**src/rtl/bcd_pkg.sv**
```systemverilog
// Shared types and constants for the sequential binary-to-BCD converter.
package bcd_pkg;

  typedef enum logic {
    S_IDLE = 1'b0,
    S_OP   = 1'b1
  } state_e;

  localparam int unsigned INT_DIGITS = 5;
  localparam int unsigned DIGIT_W    = 4;
  localparam int unsigned ACC_W      = INT_DIGITS * DIGIT_W;
  localparam int unsigned BCD_MAX    = 9999;
  localparam logic [3:0]  SAT_DIGIT  = 4'd9;

  // Decimal value of four packed BCD digits (thousands in the top nibble).
  function automatic int unsigned bcd4_value(input logic [15:0] d);
    return 32'(d[15:12]) * 32'd1000 + 32'(d[11:8]) * 32'd100 +
           32'(d[7:4]) * 32'd10 + 32'(d[3:0]);
  endfunction

endpackage

```
**src/rtl/bin2bcd_seq_if.sv**
```systemverilog
// Start/result bus between the timer control FSM and the BCD converter.
interface bin2bcd_seq_if #(
  parameter int unsigned BIN_W = 16
);
  logic             start;
  logic [BIN_W-1:0] bin_in;
  logic             ready;
  logic             done_tick;
  logic [3:0]       bcd3;
  logic [3:0]       bcd2;
  logic [3:0]       bcd1;
  logic [3:0]       bcd0;
  logic             overflow;

  modport master (
    output start, bin_in,
    input  ready, done_tick, bcd3, bcd2, bcd1, bcd0, overflow
  );

  modport slave (
    input  start, bin_in,
    output ready, done_tick, bcd3, bcd2, bcd1, bcd0, overflow
  );
endinterface

```
**src/rtl/bcd_digit_adj.sv**
```systemverilog
// Double-dabble correction cell: a BCD digit of 5 or more gets +3 before the shift.
module bcd_digit_adj
  import bcd_pkg::*;
(
  input  logic [DIGIT_W-1:0] digit_i,
  output logic [DIGIT_W-1:0] digit_o
);

  // Input never exceeds 9, so the 4-bit add cannot wrap.
  assign digit_o = (digit_i >= 4'd5) ? (digit_i + 4'd3) : digit_i;

endmodule

```
**src/rtl/bin2bcd_seq.sv**
```systemverilog
// Sequential shift-and-add-3 converter: BIN_W cycles per value, 4 saturating BCD digits out.
module bin2bcd_seq
  import bcd_pkg::*;
#(
  parameter int unsigned BIN_W = 16
) (
  input  logic          clk,
  input  logic          rst_n,
  bin2bcd_seq_if.slave  bus
);

  localparam int unsigned CNT_W = $clog2(BIN_W + 1);

  state_e            state_q;
  logic [BIN_W-1:0]  shift_q;
  logic [ACC_W-1:0]  acc_q;
  logic [CNT_W-1:0]  cnt_q;
  logic              ready_q;
  logic              done_q;
  logic [3:0]        bcd3_q;
  logic [3:0]        bcd2_q;
  logic [3:0]        bcd1_q;
  logic [3:0]        bcd0_q;
  logic              ovf_q;

  logic [ACC_W-1:0]  acc_adj_c;
  logic [ACC_W-1:0]  acc_shift_c;
  logic [BIN_W-1:0]  shift_next_c;
  logic              sat_c;

  // One add-3 cell per internal digit, applied before each shift.
  for (genvar i = 0; i < INT_DIGITS; i++) begin : g_adj
    bcd_digit_adj u_adj (
      .digit_i (acc_q[i*DIGIT_W +: DIGIT_W]),
      .digit_o (acc_adj_c[i*DIGIT_W +: DIGIT_W])
    );
  end

  // {acc, shift} shifted left by one after correction.
  assign acc_shift_c  = {acc_adj_c[ACC_W-2:0], shift_q[BIN_W-1]};
  assign shift_next_c = {shift_q[BIN_W-2:0], 1'b0};

  // Anything in the ten-thousands digit, or a lower-four value above 9999, saturates.
  assign sat_c = (acc_shift_c[ACC_W-1 -: DIGIT_W] != 4'd0) ||
                 (bcd4_value(acc_shift_c[15:0]) > BCD_MAX);

  // Control FSM, datapath and registered outputs.
  always_ff @(posedge clk or negedge rst_n) begin
    if (!rst_n) begin
      state_q <= S_IDLE;
      shift_q <= '0;
      acc_q   <= '0;
      cnt_q   <= '0;
      ready_q <= 1'b1;
      done_q  <= 1'b0;
      bcd3_q  <= 4'd0;
      bcd2_q  <= 4'd0;
      bcd1_q  <= 4'd0;
      bcd0_q  <= 4'd0;
      ovf_q   <= 1'b0;
    end else begin
      done_q <= 1'b0;
      case (state_q)
        S_IDLE: begin
          if (bus.start) begin
            shift_q <= bus.bin_in;
            acc_q   <= '0;
            cnt_q   <= CNT_W'(BIN_W);
            ready_q <= 1'b0;
            state_q <= S_OP;
          end
        end
        S_OP: begin
          acc_q   <= acc_shift_c;
          shift_q <= shift_next_c;
          cnt_q   <= cnt_q - CNT_W'(1);
          if (cnt_q == CNT_W'(1)) begin
            state_q <= S_IDLE;
            ready_q <= 1'b1;
            done_q  <= 1'b1;
            ovf_q   <= sat_c;
            if (sat_c) begin
              bcd3_q <= SAT_DIGIT;
              bcd2_q <= SAT_DIGIT;
              bcd1_q <= SAT_DIGIT;
              bcd0_q <= SAT_DIGIT;
            end else begin
              bcd3_q <= acc_shift_c[15:12];
              bcd2_q <= acc_shift_c[11:8];
              bcd1_q <= acc_shift_c[7:4];
              bcd0_q <= acc_shift_c[3:0];
            end
          end
        end
        default: state_q <= S_IDLE;
      endcase
    end
  end

  assign bus.ready     = ready_q;
  assign bus.done_tick = done_q;
  assign bus.bcd3      = bcd3_q;
  assign bus.bcd2      = bcd2_q;
  assign bus.bcd1      = bcd1_q;
  assign bus.bcd0      = bcd0_q;
  assign bus.overflow  = ovf_q;

endmodule
```
**src/flat_wrapper.sv**
```systemverilog
// flat-port wrapper written by rule: the top's interface ports become plain ports
module bin2bcd_seq_flat import bcd_pkg::*;
#(
  parameter int unsigned BIN_W = 16
)
  (clk, rst_n, bus_start, bus_bin_in, bus_ready, bus_done_tick, bus_bcd3, bus_bcd2, bus_bcd1, bus_bcd0, bus_overflow);
  bin2bcd_seq_if #(.BIN_W(BIN_W)) bus_i ();
  input  logic clk;
  input  logic rst_n;
  input wire logic [$bits(bus_i.start)-1:0] bus_start;
  input wire logic [$bits(bus_i.bin_in)-1:0] bus_bin_in;
  output wire logic [$bits(bus_i.ready)-1:0] bus_ready;
  output wire logic [$bits(bus_i.done_tick)-1:0] bus_done_tick;
  output wire logic [$bits(bus_i.bcd3)-1:0] bus_bcd3;
  output wire logic [$bits(bus_i.bcd2)-1:0] bus_bcd2;
  output wire logic [$bits(bus_i.bcd1)-1:0] bus_bcd1;
  output wire logic [$bits(bus_i.bcd0)-1:0] bus_bcd0;
  output wire logic [$bits(bus_i.overflow)-1:0] bus_overflow;
  assign bus_i.start = bus_start;
  assign bus_i.bin_in = bus_bin_in;
  assign bus_ready = bus_i.ready;
  assign bus_done_tick = bus_i.done_tick;
  assign bus_bcd3 = bus_i.bcd3;
  assign bus_bcd2 = bus_i.bcd2;
  assign bus_bcd1 = bus_i.bcd1;
  assign bus_bcd0 = bus_i.bcd0;
  assign bus_overflow = bus_i.overflow;
  bin2bcd_seq #(.BIN_W(BIN_W)) u_core (.clk(clk), .rst_n(rst_n), .bus(bus_i));
endmodule
```
**config.mk**
```make
export PLATFORM = sky130hd
export DESIGN_NAME = bin2bcd_seq_flat
export DESIGN_NICKNAME = d
export VERILOG_FILES = /design/src/rtl/bcd_pkg.sv /design/src/rtl/bin2bcd_seq_if.sv /design/src/rtl/bcd_digit_adj.sv /design/src/rtl/bin2bcd_seq.sv /design/src/flat_wrapper.sv
export SDC_FILE = /design/constraint.sdc
export NUM_CORES = 1
export LEC_CHECK = 0
export BUFFER_PORTS_ARGS = -buffer_cell sky130_fd_sc_hd__buf_2
export CAP_MARGIN = 20
export CORE_AREA = 8 8 103 105
export DETAILED_ROUTE_END_ITERATION = 10
export DIE_AREA = 0 0 111 113
export PLACE_DENSITY_LB_ADDON = 0.12
export SETUP_SLACK_MARGIN = 0.4
export SLEW_MARGIN = 20
export SYNTH_ARGS = -nofsm -noshare
export SYNTH_HDL_FRONTEND = slang
export SYNTH_SLANG_ARGS = --single-unit
```
**constraint.sdc**
```tcl
create_clock -name clk -period 6.22 [get_ports clk]
set_input_delay 0.933 -clock clk [delete_from_list [all_inputs] [get_ports clk]]
set_output_delay 0.933 -clock clk [all_outputs]
set_load 0.01 [all_outputs]
```
==> flow_summary.ini <==
[synthesis]
synth-edff-count = 0
ys_warn_count = 0
syn_area_um2 = 4800
synth_area_per_cell_um2 = 9.19
syn_inst = 522
syn_nets = 612
synth.distinct_cells = 56
yosysSeqAreaShare_pct = 31.8
async_flop_share_pct = 100
synth_ff_type = dfrtp_1
ys_seq_elements = 61

[floorplan]
coreArea_um2 = 8980
die_area_um2 = 12500
die_height_um = 113
start_util_pct = 53.4
die_w_um = 111
row_count = 35
io_pins = 38

[cts]
path_clk_slew_ps = 70
cts_root_buf = clkbuf_8
numCtsBuffers = 9
clock_sinks = 61
clk_path_buf_depth = 2
cts_tree = yes
clock_latency_ps = 340
ctsHtreeMaxLevel = 3

[timing]
fin_skew_ps = 10.4
timing.fmax_mhz = 176
setup_viol = 0
hold_violations = 0
period_needed_ps = 5690
fin_crit_sh_pct = 91.4
slew_headroom_pct = 39.4
grt_setup_unrepaired = false
drv_slew = 0
tightest_slew_ps = 908

[routing]
wl_um = 10900
vias = 3919
viasPerCell = 5.64
dr_wl_met2_um = 5440
final_antenna_net_count = 0
drc = 0
avgRoutedWirePerCell_um = 15.7
dr.max_layer_used = met4
met1_length_um = 4800
drt_iter0_drc = 225
met3_length_um = 467
firstDrtPassIters = 8

[critical_path]
end_kind = flip-flop
r2r_slack_ps = 530
critPathMaxFanout = 6
crit_required_ps = 6440
crit_start = u_core.acc_q[13]$_DFFE_PN0P_
timing.rr.start = u_core.acc_q[13]$_DFFE_PN0P_
worstRegToRegCells = 26
r2r-end = u_core.bus.bcd2[1]$_DFFE_PN0P_
crit_arrival_ps = 5910
startpoint_type = flip-flop
crit_type = reg -> reg

[finish]
area_delta_synth_final_pct = 21.0
drive_above_1_share_pct = 22.9
layout_common_cells = dfrtp_1 (58), ha_1 (50), nand2_1 (48)
utilization_pct = 64.7
layout_commonest_cell = dfrtp_1
fin_cells = 695
nets = 670
n_antenna_cell = 0

[global_route]
track_usage_pct = 17.1
antenna_found_initial = 0
grt_max_degree = 82
grt_pass1_vias = 3751
grt_pass1_wl_um = 17900
grt-ovfl-total = 0

[placement]
gp_congestion = 0.854
dp_cells = 661
portBuffers = 37
hpwl_um = 7510

[min_path]
holdCritStartpoint = u_core.shift_q[7]$_DFFE_PN0P_
holdCritPathClass = reg -> reg
hold_depth = 2
min_to = u_core.shift_q[8]$_DFFE_PN0P_

[flow_run]
cap_violations = 0

[run_status]
outcome = finished, final reports clean
-- registers in the layout, indices dropped and copies added (netlist names) --
register / cells
u_core.acc_q: 20
u_core.bus.bcd0: 4
u_core.bus.bcd1: 4
u_core.bus.bcd2: 4
u_core.bus.bcd3: 4
u_core.bus.done_tick: 1
u_core.bus.overflow: 1
u_core.bus.ready: 1
u_core.cnt_q: 5
u_core.shift_q: 16
u_core.state_q: 1
-- critical path: stages (launching register included) --
cell,delay [ps]
dfrtp_1,380
inv_2,130
ha_2,190
nand2b_4,130
a21oi_4,70
buf_6,150
xnor2_4,250
ha_1,290
inv_1,60
fa_1,460
fa_1,580
inv_1,80
ha_4,310
xnor2_1,80
ha_1,330
ha_4,280
and3_1,200
a221oi_4,300
nor2b_1,80
nor2_1,130
and3b_1,160
nand4_1,140
mux2i_2,250
a211oi_4,60
buf_6,150
clkbuf_16,150
a22o_1,170
-- how the worst max path moves through the flow --
stage | to | slack, ps | depth (start not counted)
after global routing | u_core.bus.bcd2[1]$_DFFE_PN0P_ | 310 | 26
after global placement | u_core.bus.bcd1[3]$_DFFE_PN0P_ | 170 | 24
after CTS | u_core.bus.bcd3[1]$_DFFE_PN0P_ | 410 | 26
after floorplan | u_core.bus.bcd3[0]$_DFFE_PN0P_ | 400 | 24
after detailed placement | u_core.bus.bcd2[3]$_DFFE_PN0P_ | -30 | 23
final | u_core.bus.bcd2[1]$_DFFE_PN0P_ | 530 | 26
-- metrics by stage --
step	hold WS, ps	worst slack [ps]	cell area, um^2	TNS [ps]
3_5_place_dp	472	-27.4	5150	-129
5_1_grt	509	309	5800	0
4_1_cts	488	415	5530	0
3_3_place_gp	462	171	5150	0
2_1_floorplan	452	401	4830	0
6_report	481	533	5800	0
-- logic make-up (layout without fill, tap and decap cells) --
logic type	count (synthesis)	in the layout	share of synthesized area [%]
AND/OR/NAND/NOR	138	138	14.0
AO/OA/AOI/OAI	131	131	17.6
adder cells (fa/ha/maj)	71	71	20.5
buffers and inverters	70	132	5.63
flip-flops	61	61	31.8
multiplexers	26	26	5.45
XOR/XNOR	25	25	4.95
-- routing by layer --
layer  up-vias  track usage [%]
li1       1925                -
met1      1906             21.7
met2        73             27.7
met3        15             3.70
met4         0             6.49
met5         -                0
-- Yosys cell counts, drive strengths merged, types with 2 or more instances --
| cell type | n | area [um^2] |
|---|---|---|
| nand4 | 3 | 18.8 |
| and3 | 3 | 18.8 |
| a21o | 13 | 97.6 |
| mux2i | 25 | 250 |
| buf | 2 | 15.0 |
| dfrtp | 60 | 1500 |
| o22ai | 2 | 12.5 |
| or3 | 2 | 12.5 |
| o21a | 3 | 22.5 |
| a31oi | 6 | 37.5 |
| o21bai | 2 | 15.0 |
| nor3b | 7 | 52.6 |
| o211ai | 2 | 20.0 |
| nand2b | 14 | 87.6 |
| ha | 58 | 726 |
| clkbuf | 14 | 52.6 |
| xnor2 | 19 | 185 |
| nor4 | 2 | 12.5 |
| or2 | 2 | 12.5 |
| fa | 13 | 260 |
| inv | 53 | 199 |
| nor3 | 9 | 45.0 |
| and2 | 2 | 12.5 |
| a221oi | 3 | 26.3 |
| nor2 | 30 | 113 |
| o31a | 2 | 17.5 |
| nor2b | 8 | 50.1 |
| nand3 | 5 | 25.0 |
| a211oi | 3 | 35.0 |
| nand2 | 48 | 180 |
| o21ai | 38 | 190 |
| a21oi | 33 | 169 |
| o31ai | 9 | 67.6 |
| a22o | 8 | 70.1 |
| xor2 | 6 | 52.6 |
-- layout make-up --
| cell class | count | area, um^2 |
|---|---|---|
| clock inverter | 5 | 75.1 |
| inverter | 54 | 205 |
| fill | 747 | 3170 |
| multi-input combinational | 391 | 3280 |
| sequential | 61 | 1530 |
| timing repair buffer | 63 | 438 |
| clock buffer | 10 | 138 |
| tap | 111 | 139 |
-- what timing repair did --
action                     in CTS  in global routing
buffers inserted                9                  8
hold buffers                    0                  0
resized for setup              15                 38
setup endpoints to repair      17                 17
gates cloned                    1                  1
pin swaps                       8                 19
Power is not shown: default switching activity piles up to over one toggle a cycle in this logic, so the estimate is an artifact.
